$ cat config.mk
export PLATFORM = sky130hd
export DESIGN_NAME = clk_synchronizer
export DESIGN_NICKNAME = d
export VERILOG_FILES = /design/src/rtl/clk_synchronizer_pkg.sv /design/src/rtl/clk_synchronizer_sync_chain.sv /design/src/rtl/clk_synchronizer.sv
export SDC_FILE = /design/constraint.sdc
export NUM_CORES = 1
export LEC_CHECK = 0
export CAP_MARGIN = 20
export CORE_MARGIN = 4
export CORE_UTILIZATION = 51
export CTS_CLUSTER_DIAMETER = 60
export DETAILED_ROUTE_END_ITERATION = 8
export DONT_BUFFER_PORTS = 1
export GPL_TIMING_DRIVEN = 1
export PLACE_DENSITY = 0.72
export SYNTH_ARGS = -nofsm -noshare
export SYNTH_HDL_FRONTEND = slang
export SYNTH_SLANG_ARGS = --single-unit
$ cat constraint.sdc
create_clock -name clockOut -period 4.1 [get_ports clockOut]
set_input_delay 0.615 -clock clockOut [delete_from_list [all_inputs] [get_ports clockOut]]
set_output_delay 0.615 -clock clockOut [all_outputs]
set_load 0.005 [all_outputs]
$ cat src/rtl/clk_synchronizer_pkg.sv
// Shared constants for the clk_synchronizer CDC block: defaults and legal
// parameter bounds used by the elaboration checks.
package clk_synchronizer_pkg;

  localparam int DEF_WIDTH         = 10;
  localparam int DEF_STAGES        = 2;
  localparam int DEF_STABLE_CYCLES = 1;
  localparam int MIN_STAGES        = 2;
  localparam int MAX_STABLE_CYCLES = 15;

endpackage

$ cat src/rtl/clk_synchronizer_sync_chain.sv
// One-bit multi-flop synchronizer chain with async active-low reset.
// ff[0] is the metastability-catching flop fed directly by the async input.
module clk_synchronizer_sync_chain #(
  parameter int STAGES = 2
) (
  input  logic clockOut,
  input  logic n_reset,
  input  logic d,
  output logic q
);

  // The whole chain is tagged so tools keep the flops adjacent and treat the
  // path into ff[0] as a false path.
  (* ASYNC_REG = "TRUE" *) logic [STAGES-1:0] ff;

  always_ff @(posedge clockOut or negedge n_reset) begin
    if (!n_reset) ff <= '0;
    else          ff <= {ff[STAGES-2:0], d};
  end

  assign q = ff[STAGES-1];

endmodule

$ cat src/rtl/clk_synchronizer.sv
// Multi-bit CDC synchronizer: per-bit flop chains followed by a stability
// filter so Q only ever loads a bus value that held for STABLE_CYCLES+1 edges.
module clk_synchronizer
  import clk_synchronizer_pkg::*;
#(
  parameter int WIDTH         = DEF_WIDTH,
  parameter int STAGES        = DEF_STAGES,
  parameter int STABLE_CYCLES = DEF_STABLE_CYCLES
) (
  input  logic             clockOut,
  input  logic             n_reset,
  input  logic [WIDTH-1:0] D,
  output logic [WIDTH-1:0] Q,
  output logic             changed
);

  if (STAGES < MIN_STAGES) begin : g_bad_stages
    $error("clk_synchronizer: STAGES must be >= 2");
  end
  if (STABLE_CYCLES < 0 || STABLE_CYCLES > MAX_STABLE_CYCLES) begin : g_bad_stable
    $error("clk_synchronizer: STABLE_CYCLES must be in 0..15");
  end

  logic [WIDTH-1:0] s;
  logic             stable;

  for (genvar b = 0; b < WIDTH; b++) begin : g_lane
    clk_synchronizer_sync_chain #(.STAGES(STAGES)) u_chain (
      .clockOut (clockOut),
      .n_reset  (n_reset),
      .d        (D[b]),
      .q        (s[b])
    );
  end

  if (STABLE_CYCLES == 0) begin : g_nofilt
    assign stable = 1'b1;
  end else begin : g_filt
    // hist[0] is s from the previous edge, hist[k] is k+1 edges old.
    logic [STABLE_CYCLES-1:0][WIDTH-1:0] hist;

    always_ff @(posedge clockOut or negedge n_reset) begin
      if (!n_reset) begin
        hist <= '0;
      end else begin
        hist[0] <= s;
        for (int i = 1; i < STABLE_CYCLES; i++) hist[i] <= hist[i-1];
      end
    end

    // A transiently mixed bus never matches its whole history, so it is held off.
    always_comb begin
      stable = 1'b1;
      for (int i = 0; i < STABLE_CYCLES; i++)
        if (hist[i] != s) stable = 1'b0;
    end
  end

  always_ff @(posedge clockOut or negedge n_reset) begin
    if (!n_reset) begin
      Q       <= '0;
      changed <= 1'b0;
    end else begin
      changed <= stable && (s != Q);
      if (stable) Q <= s;
    end
  end

endmodule

Yosys cells after proc, flatten, opt, wreduce, memory -nomap -nowiden
Cells that the tools add are included.
{"block": "op_classes", "muxes": 1, "n_reduce_logical": 1, "n_eq_ne": 2}
{"cell": "10-bit != test", "n": 2}
{"cell": "1-bit logical AND", "n": 1}
{"cell": "1-bit two-way mux", "n": 1}
{"block": "totals", "regBits": 41, "input_bits": 12, "out_inout_bits": 11}

Depth between registers and ports, before layout
{"block": "depth", "ltp_word": 3, "mapped_depth": 5}

By module
Synthesis repeated with hierarchy kept, for this count alone.
{"block": "unflattened", "hier_cells": 78, "area_unflattened_um2": 1398.8}
{"module": "clk_synchronizer", "instances": 1, "area_each_um2": 898.4, "cells_per_inst": 58, "seq_area_each_um2": 525.5}
{"module": "clk_synchronizer_sync_chain", "instances": 10, "area_each_um2": 50.0, "cells_per_inst": 2, "seq_area_each_um2": 50.0}

Worst setup path before layout
OpenSTA, ideal clock, no wires.
{"block": "synth_timing", "kind": "flip-flop to flip-flop", "start": "reg g_lane[7].u_chain.ff[1]", "end": "reg Q[0]", "period_less_slack_ns": 1.580, "setup_time_ns": 0.125, "setup_slack_ns": 2.520, "arrival_ns": 1.456, "path_stages_with_launch": 6, "path_cell_list": "dfrtp_1 -> xnor2_1 -> nand4_1 -> nor4_2 -> buf_6 -> mux2_2"}
{"block": "synth_between", "elab_chain_cells": 1}
{"element": "from (decl)", "line_no": "clk_synchronizer_sync_chain.sv:14", "text": "(* ASYNC_REG = \"TRUE\" *) logic [STAGES-1:0] ff;"}
{"element": "from (signal assigned)", "line_no": "clk_synchronizer_sync_chain.sv:18", "text": "else ff <= {ff[STAGES-2:0], d};"}
{"element": "10-bit != test", "line_no": "clk_synchronizer.sv:55", "text": "if (hist[i] != s) stable = 1'b0;"}
{"element": "to (signal assigned)", "line_no": "clk_synchronizer.sv:65", "text": "if (stable) Q <= s;"}
{"element": "to (decl)", "line_no": "clk_synchronizer.sv:13", "text": "output logic [WIDTH-1:0] Q,"}
Every way passes these cells.
A chain may end at the register's enable or synchronous reset.

Final worst setup path
{"block": "layout_timing", "start": "reg g_lane[0].u_chain.ff[1]", "end": "reg Q[2]"}
{"block": "layout_between", "elab_chain_cells": 1}
{"element": "from (decl)", "line_no": "clk_synchronizer_sync_chain.sv:14"}
{"element": "from (signal assigned)", "line_no": "clk_synchronizer_sync_chain.sv:18"}
{"element": "10-bit != test", "line_no": "clk_synchronizer.sv:55"}
Every way passes these cells.

==> impl_results.md <==
* Initial antenna violation count at 0
* Period utilization at 48.3%
* Max-cap violation count at 0
* CP Capture Point: Q[2]
* Routed Antenna Nets at 0
* Final nets at 98
* Detailed Route WL at 1830 um
* Insertion delay to the later sink of the worst-skew pair at 0.33 ns
* Top post-synthesis cells by area: dfrtp_1 (75%), xnor2_1 (10%), mux2_2 (8.2%)
* R2r setup slk at 2.12 ns
* Peak VDD IR at 0.334 mV
* IO Port Bufs at 0
* Wire length of the first global-routing pass at 2900 um
* Syn nets at 90
* Post-Syn Instances at 78
* Cell Area, Synth at 1380 um2
* Minimum clock period at 1.98 ns
* Fmax at 505 MHz
* CTS Buffer Depth at 2
* Commonest cells after routing, fill and taps aside: dfrtp_1 (41), xnor2_1 (16), mux2_2 (10)
* Final Util at 58.8%
* Synth area leader: dfrtp_1
* CTS Sinks at 41
* Root Driver: clkbuf_4
* Max_slew headroom at 62.7%
* DR pass1 iterations at 3
* Yosys warnings at 0
* Slew Limit Fails at 0
* Area Overhead vs Synth at 7.92%
* Slew @ Worst Pin at 0.555 ns
* TritonCTS Buffers at 5
* Synthesized area per cell at 17.6 um2
* Setup TNS at 0 ns
* Synthesized flop and latch total at 41
* Starting Density at 54.5%
* WS Path Type: reg2reg
* Worst setup startpoint: g_lane[0].u_chain.ff[1]
* Initial DRC count at 10
* Final setup vio count at 0
* Post-detail-place hpwl at 1220 um
* Worst hold path type: in2async
* Placed cell count at 107
* Clk_skew at 0.0122 ns
* Layout cells sized above 1 at 23.3%
* # H-tree levels at 2
* Clk slew on worst S/H paths at 0.11 ns
* Number of global-route vias before repair at 578
* Startpoint Class: flip-flop
* Critical path data arrival time at 2.20 ns
* Endpoints failing hold at 0
* R2r endpoint: Q[2]
* Drt wl/cell at 15.8 um
* DIE WIDTH at 59.9 um
* Die H at 59.9 um
* Placer's final routability congestion estimate at 0.688
* Gr ovfl total at 0
* Power Density at 449 nW/um2
* Synth top area share at 74.6%
* DR vias/cell at 5.25
* # rows at 18
* Reg2reg path depth at 5
* Total I/O pin count at 23
* CTS tree: done
* Post-synthesis sequential area ratio at 74.6%
* CP Capture Type: flip-flop
* DRC at 0
* Total Routing Usage GR at 12.1%
* Post-synth cell types at 8
* Cell Count, Final, Fillers Out at 116
* Commonest non-fill, non-tap cell in the layout: dfrtp_1
* RSZ-0062 raised after global routing: false
* Required time of the critical path at 4.32 ns
* Post-CTS setup buffers at 0
* Static leakage power at 0.656 nW
* R2r startpoint: g_lane[0].u_chain.ff[1]
* Core ar. at 2520 um2
* Outcome: complete, no violations
* Critical path fanouts, max at 7
* Ant. Diodes at 0
* Via count at 609
* Die ar. at 3590 um2
* Largest net degree at the start of global routing at 42
-- synthesized netlist by cell type, drive strengths merged --
cell type / instances
xor2: 4
nor4: 1
buf: 1
nand4: 4
mux2: 10
dfrtp: 41
o41a: 1
xnor2: 16
-- where the power goes --
part / leakage (nW) / internal, mW / switching [mW]
Sequential: 0.502 / 0.424 / 0.0158
Combinational: 0.123 / 0.0178 / 0.0158
Clock: 0.0314 / 0.0811 / 0.112
-- worst min-delay path by stage --
stage	start	end	slack [ns]
6_report	n_reset	changed	0.1
5_1_grt	n_reset	changed	0.08
4_1_cts	n_reset	changed	0.1
3_5_place_dp	n_reset	Q[9]	0.32
3_3_place_gp	n_reset	g_filt.hist[6]	0.32
2_1_floorplan	n_reset	Q[0]	0.32
-- registers in the layout, indices dropped and copies added (netlist names) --
register,count
g_lane.u_chain.ff,20
Q,10
g_filt.hist,10
changed,1
-- logic make-up (layout without fill, tap and decap cells) --
logic type	after synthesis	in the layout	synth area share, %
buf+inv	1	9	0.819
flops	41	41	74.6
xor+xnor	20	20	12.7
mux	10	10	8.19
simple gates	5	5	2.73
compound gates	1	1	0.910
-- layer usage --
metal / GRT usage [%] / vias up / part of all wire [%]
li1: - / 276 / -
met1: 14.0 / 308 / 40
met2: 16.7 / 20 / 47
met3: 7.13 / 5 / 10
met4: 8.54 / 0 / 2.8
met5: 0 / - / 0
-- cell type report --
type | count | area (um2)
timing repair buffer | 2 | 27.5
multi-input combinational | 36 | 338
clock buffer | 7 | 55.1
tap | 30 | 37.5
sequential | 41 | 1030
fill | 202 | 1040
-- metrics by stage --
| step | worst slack (ns) | hold WS, ns | power [mW] | instance area, um2 |
|---|---|---|---|---|
| finish | 2.12 | 0.0997 | 0.667 | 1480 |
| global route | 2.01 | 0.0834 | 0.701 | 1480 |
| CTS | 1.81 | 0.0960 | 0.678 | 1480 |
| detailed placement | 1.83 | 0.321 | 0.473 | 1400 |
| global placement | 1.85 | 0.321 | 0.472 | 1400 |
| floorplan | 2.52 | 0.319 | 0.466 | 1380 |
-- worst max-delay path: stages (launching register included) --
cell and delay (ns):
dfrtp_1 0.44, xnor2_1 0.20, nand4_1 0.13, nor4_2 0.51, buf_4 0.26, mux2_2 0.33
-- repair_timing --
item                      CTS  global route
gates resized for setup     0             0
hold endpoints to repair   41             0
hold buffers                1             0
Note: power is estimated with default switching activity, not from simulation.
